[config.mk]
export PLATFORM = sky130hd
export DESIGN_NAME = monolith_sponge
export DESIGN_NICKNAME = d
export VERILOG_FILES = /design/src/rtl/monolith_sponge.sv
export SDC_FILE = /design/constraint.sdc
export NUM_CORES = 2
export LEC_CHECK = 0
export CAP_MARGIN = 20
export CORE_AREA = 8 8 403 405
export CTS_CLUSTER_SIZE = 20
export DETAILED_ROUTE_END_ITERATION = 6
export DIE_AREA = 0 0 411 413
export PLACE_DENSITY = 0.47
export SYNTH_ARGS = -nofsm -noshare
export SYNTH_HDL_FRONTEND = slang
export SYNTH_SLANG_ARGS = --single-unit
[constraint.sdc]
create_clock -name clk -period 9.7 [get_ports clk]
set_input_delay 1.94 -clock clk [delete_from_list [all_inputs] [get_ports clk]]
set_output_delay 1.94 -clock clk [all_outputs]
set_load 0.01 [all_outputs]
[src/rtl/monolith_sponge.sv]
// Sponge wrapper around an external Monolith permutation core over GF(2^31-1).
// Absorbs RATE words per block, pads the final block on the last lane, squeezes OUT_WORDS words.
module monolith_sponge #(
  parameter int WORD_WIDTH = 31,
  parameter int STATE_SIZE = 16,
  parameter int RATE       = 8,
  parameter int OUT_WORDS  = 8
) (
  input  logic                  clk,
  input  logic                  reset,
  input  logic                  in_valid,
  output logic                  in_ready,
  input  logic [WORD_WIDTH-1:0] in_data,
  input  logic                  in_last,
  output logic                  perm_reset,
  output logic [WORD_WIDTH-1:0] perm_state_out [0:STATE_SIZE-1],
  input  logic [WORD_WIDTH-1:0] perm_state_in  [0:STATE_SIZE-1],
  input  logic                  perm_valid,
  output logic                  out_valid,
  input  logic                  out_ready,
  output logic [WORD_WIDTH-1:0] out_data,
  output logic                  out_last
);
  localparam int LW = (STATE_SIZE > 1) ? $clog2(STATE_SIZE) : 1;
  localparam int IW = (RATE > 1) ? $clog2(RATE) : 1;
  localparam int OW = (OUT_WORDS > 1) ? $clog2(OUT_WORDS) : 1;
  localparam logic [WORD_WIDTH-1:0] P = '1;

  typedef enum logic [1:0] {ABSORB, PERM_START, PERM_WAIT, SQUEEZE} fsm_e;

  fsm_e                  fsm_q, fsm_d;
  logic [WORD_WIDTH-1:0] st_q [0:STATE_SIZE-1];
  logic [WORD_WIDTH-1:0] st_d [0:STATE_SIZE-1];
  logic [IW-1:0]         idx_q, idx_d;
  logic [OW-1:0]         oidx_q, oidx_d;
  logic                  last_q, last_d;

  // Both operands are < p, so one conditional subtract fully reduces the sum.
  function automatic logic [WORD_WIDTH-1:0] addp(input logic [WORD_WIDTH-1:0] a,
                                                 input logic [WORD_WIDTH-1:0] b);
    logic [WORD_WIDTH:0] s;
    s = {1'b0, a} + {1'b0, b};
    if (s >= {1'b0, P}) s = s - {1'b0, P};
    return s[WORD_WIDTH-1:0];
  endfunction

  always_comb begin
    fsm_d  = fsm_q;
    st_d   = st_q;
    idx_d  = idx_q;
    oidx_d = oidx_q;
    last_d = last_q;
    case (fsm_q)
      ABSORB: if (in_valid) begin
        // The all-ones encoding is congruent to zero mod p.
        st_d[LW'(idx_q)] = addp(st_q[LW'(idx_q)], (in_data == P) ? '0 : in_data);
        if (in_last) begin
          st_d[STATE_SIZE-1] = addp(st_q[STATE_SIZE-1], WORD_WIDTH'(1));
          last_d = 1'b1;
        end
        if (idx_q == IW'(RATE-1) || in_last) begin
          fsm_d = PERM_START;
          idx_d = '0;
        end else begin
          idx_d = idx_q + IW'(1);
        end
      end
      PERM_START: fsm_d = PERM_WAIT;
      PERM_WAIT: if (perm_valid) begin
        st_d  = perm_state_in;
        idx_d = '0;
        fsm_d = last_q ? SQUEEZE : ABSORB;
      end
      SQUEEZE: if (out_ready) begin
        if (oidx_q == OW'(OUT_WORDS-1)) begin
          st_d   = '{default: '0};
          last_d = 1'b0;
          oidx_d = '0;
          fsm_d  = ABSORB;
        end else begin
          oidx_d = oidx_q + OW'(1);
        end
      end
      default: fsm_d = ABSORB;
    endcase
  end

  always_ff @(posedge clk) begin
    if (reset) begin
      fsm_q  <= ABSORB;
      st_q   <= '{default: '0};
      idx_q  <= '0;
      oidx_q <= '0;
      last_q <= 1'b0;
    end else begin
      fsm_q  <= fsm_d;
      st_q   <= st_d;
      idx_q  <= idx_d;
      oidx_q <= oidx_d;
      last_q <= last_d;
    end
  end

  assign perm_state_out = st_q;
  assign in_ready       = (fsm_q == ABSORB);
  assign perm_reset     = (fsm_q != PERM_WAIT);
  assign out_valid      = (fsm_q == SQUEEZE);
  assign out_data       = out_valid ? st_q[LW'(oidx_q)] : '0;
  assign out_last       = out_valid && (oidx_q == OW'(OUT_WORDS-1));
endmodule

Word level (Yosys, flattened, before mapping) --
Index checks and enable logic that the tools add are counted.
Storage, ports and cells: register bits 505, bits of input ports 533, output and inout bits 531, logic and storage cells 96
Cells by class: add/sub/neg operators 6, order comparisons 5, eq/ne operators 13, muxes and demuxes 38, bitwise gates (word level) 2, reduce and logical (&&, ||, !) cells 12
Operators by type and width (count):
- $mux W496 | 4
- $pmux W496 S3 | 1
- $bwmux W496 | 1
- $mux W31 | 12
- $bmux W31 S4 | 2
- $demux W31 S4 | 1
- $ge A32 B31 Y1 const B | 2
- $sub A31 B31 Y31 const B | 2
- $add A31 B1 Y32 const B | 1
- $add A31 B31 Y32 | 1
- $eq A31 B31 Y1 const B | 1
- $reduce_and A5 Y1 | 3
- $mux W2 | 6
- $mux W3 | 4
- $ge A5 B5 Y1 const B | 2
- $not A3 Y5 | 2
- $ne A2 B1 Y1 const B | 4
- $pmux W2 S4 | 1
- $add A3 B1 Y3 const B | 2
- $eq A3 B3 Y1 const B | 2
- $ne A2 B2 Y1 const B | 3
- $pmux W3 S2 | 1
- $lt A5 B1 Y1 const B | 1
- $eq A2 B2 Y1 const B | 2
- other kinds (10) | 15

Depth between registers and ports, before layout --
depth after elaboration 13, depth in mapped cells 23, mapped depth without buffers 16

Worst setup path before layout --
No wires, ideal clock.
path kind input to register, from in in_data[22], to reg (tool-made name), setup time 0.063 ns, data arrival time 6.646 ns, required time 9.637 ns, setup slack 2.992 ns, stages on the path 18, path buffers 2, cell sequence nand4_1 nor4_1 nand2_1 clkbuf_1 and2_1 ha_1 fa_1 a211oi_1 o21ai_2 a221oi_2 xor2_1 or4_4 nor4_4 nand3_2 o31a_1 buf_2 or4_1 nand3_1
RTL lines:
- start, declared | RTL line 13 | input logic [WORD_WIDTH-1:0] in_data,

==> metrics.txt <==
status complete, but fails checks; violated checks DRC; Final Non-Filler Cells 6959; Crit Path Max Fanout 42; Total Nets Final 5405; synth unique cells 94; clk buf depth 3; worst vdd ir 0.0001347 V; final hold violations 0; EDFF count, synth 0; cell count of the worst reg-to-reg path 15; root buffer cell clkbuf_16; fin crit share 0.8097; DP Wirelength 178600 um; CTS sink count 505; grt met2 use 0.4157; clock latency on the worst-skew pair 700 ps; grt ovf 0; global-route usage over all layers 0.2603; GR peak layer met2; Hold Crit Class reg2reg; DRT antenna net count 0; WL final 236100 um; die boundary height 413 um; Tmin final 7854 ps; #FFs+latches synth 505; register area share after synthesis 0.3319; post-cts sizing count 0; Vias/cell 5.611; Port Buf Inserts 1063; core footprint 0.1557 mm^2; initial antenna violation count 59; die width 411 um; Crit path required time 10240 ps; leakage power 0.01555 uW; Placer Congestion 0.9694; Mapped Area 0.03046 mm^2; M3 GR Usage 0.08052; final core utilization 0.2953; Syn Nets 4524; r2r startpoint idx_q[1]; Tightest Pin Transition 1159 ps; share of cells above drive strength 1 0.07895; CTS Buf Count 73; CP startpoint kind input port; P&R area growth vs syn 50.91%; Arr. time, crit path 8400 ps; Worst Hold Slack 498.3 ps; largest net degree at the start of global routing 90; row cnt 145; CTS Hold Buffers Added 0; RSZ-0062 raised after global routing no; Slew HR 0.2276; critical path class in2reg; Slew Limit Fails 0; number of placed cells counting well taps 6815; DRC viols 1; clock-pin slew on the worst setup and hold paths 60 ps; DRT iter0 DRCs 4972; Synth Warn # 0; synthesized area per cell 7.707 um^2; FMAX 127.3 MHz; total die area 0.1697 mm^2; Setup crit end kind flip-flop; TritonRoute pass-1 iters 7; Global Route met1 Usage 0.3283; Post-DP Area 0.04342 mm^2; Setup Skew 37.20 ps; Post-synth top flop dfxtp_1; htree depth 3; I/O Pins 1064; Initial Util 0.1957; post-synthesis instance total 3952; P per Cell Area 178.3 mW/mm^2; Worst R2R Setup Slack 2170 ps; Post-synth ARST share 0; number of setup buffers added after CTS 0; number of global-route vias before repair 36.80k; worst hold path depth 2; max capacitance violation total 0; first-pass GRT wire length 316800 um; final non-filler cell area 0.04596 mm^2; final setup vio count 0; Fin Setup TNS 0 ps; CTS tree yes; wire per inst 33.92 um; DR vias 39.05k
cell type report:
class / count / area (um^2)
diodes: 12 / 30.03
repair buffers: 1183 / 11600
multi-input cells: 3040 / 19030
fillers: 16720 / 109700
clock buffers: 104 / 2093
inverters: 30 / 115.1
clock inverters: 27 / 401.6
well taps: 2058 / 2575
flip-flops and latches: 505 / 10120
cell families (layout without fill, tap and decap cells):
kind of cell | after synthesis | in the layout | synth area share
AOI/OAI and AO/OA | 1445 | 1445 | 0.3035
and+or+nand+nor | 1387 | 1387 | 0.2173
DFF | 505 | 505 | 0.3319
buffers and inverters | 407 | 1344 | 0.05086
other | 0 | 12 | 0
xor gates and xnor gates | 35 | 35 | 0.01056
adders and majority gates | 39 | 39 | 0.01627
muxes | 134 | 134 | 0.06955
power breakdown:
part           switching (uW)  total, uW  leakage (uW)  internal [uW]
clock network            1190       2850       0.00122           1660
logic                    2050       3010        0.0102            963
registers                 163       2330       0.00409           2170
stage by stage:
stage,setup slack (ps),total power [uW]
after global routing,1538,8433
after CTS,1989,8158
after floorplan,2992,3735
final,1846,8193
after global placement,1204,5299
after detailed placement,1246,5291
cell usage after synthesis (56+ instances only):
master,n,share of area
nand3_1,175,0.029
dfxtp_1,505,0.33
nor2_1,477,0.059
nand2_1,300,0.037
nand4_1,76,0.016
clkbuf_1,337,0.042
o21ai_0,346,0.057
mux4_2,62,0.046
mux2i_1,71,0.023
and3_1,56,0.012
a22oi_1,353,0.087
nor3_1,67,0.011
a21oi_1,395,0.065
cell usage in the layout (no fill, tap or decap), types with 71 or more instances in the layout:
| cell | count |
|---|---|
| buf_4 | 116 |
| dfxtp_1 | 501 |
| nor2_1 | 473 |
| nand3_1 | 175 |
| mux2i_1 | 71 |
| clkdlybuf4s50_1 | 1062 |
| nand2_1 | 298 |
| clkbuf_16 | 73 |
| o21ai_0 | 345 |
| nand4_1 | 76 |
| a22oi_1 | 353 |
| a21oi_1 | 395 |
critical path, cell delays in order:
cell and delay [ps]:
clkdlybuf4s50_1 470, nand4_1 110, nor4_1 300, nand2_1 90
buf_4 220, and2_1 190, ha_1 230, fa_1 430
a211oi_1 380, o21ai_2 210, a221oi_2 560, xor2_1 280
or4_4 760, nor4_4 400, nand3_2 290, o31a_2 700
nor3_2 640, o22ai_1 170
layer usage:
metal  vias to the layer above  share of wire  wire, um
met4                        28          0.044     10460
met3                       486           0.11     25350
met1                     19300           0.40     94130
met5                         -        0.00072       171
met2                      2538           0.45    106000
li1                      16690              -         -
worst max-delay path by stage:
stage	from	cells after the start	end
floorplan	in_data[22]	18	flip-flop
global placement	in_data[6]	18	flip-flop
detailed placement	in_data[22]	18	flip-flop
CTS	in_data[22]	18	flip-flop
global route	in_data[22]	18	flip-flop
finish	in_data[22]	18	flip-flop
Power figures use the tool's default switching activity.
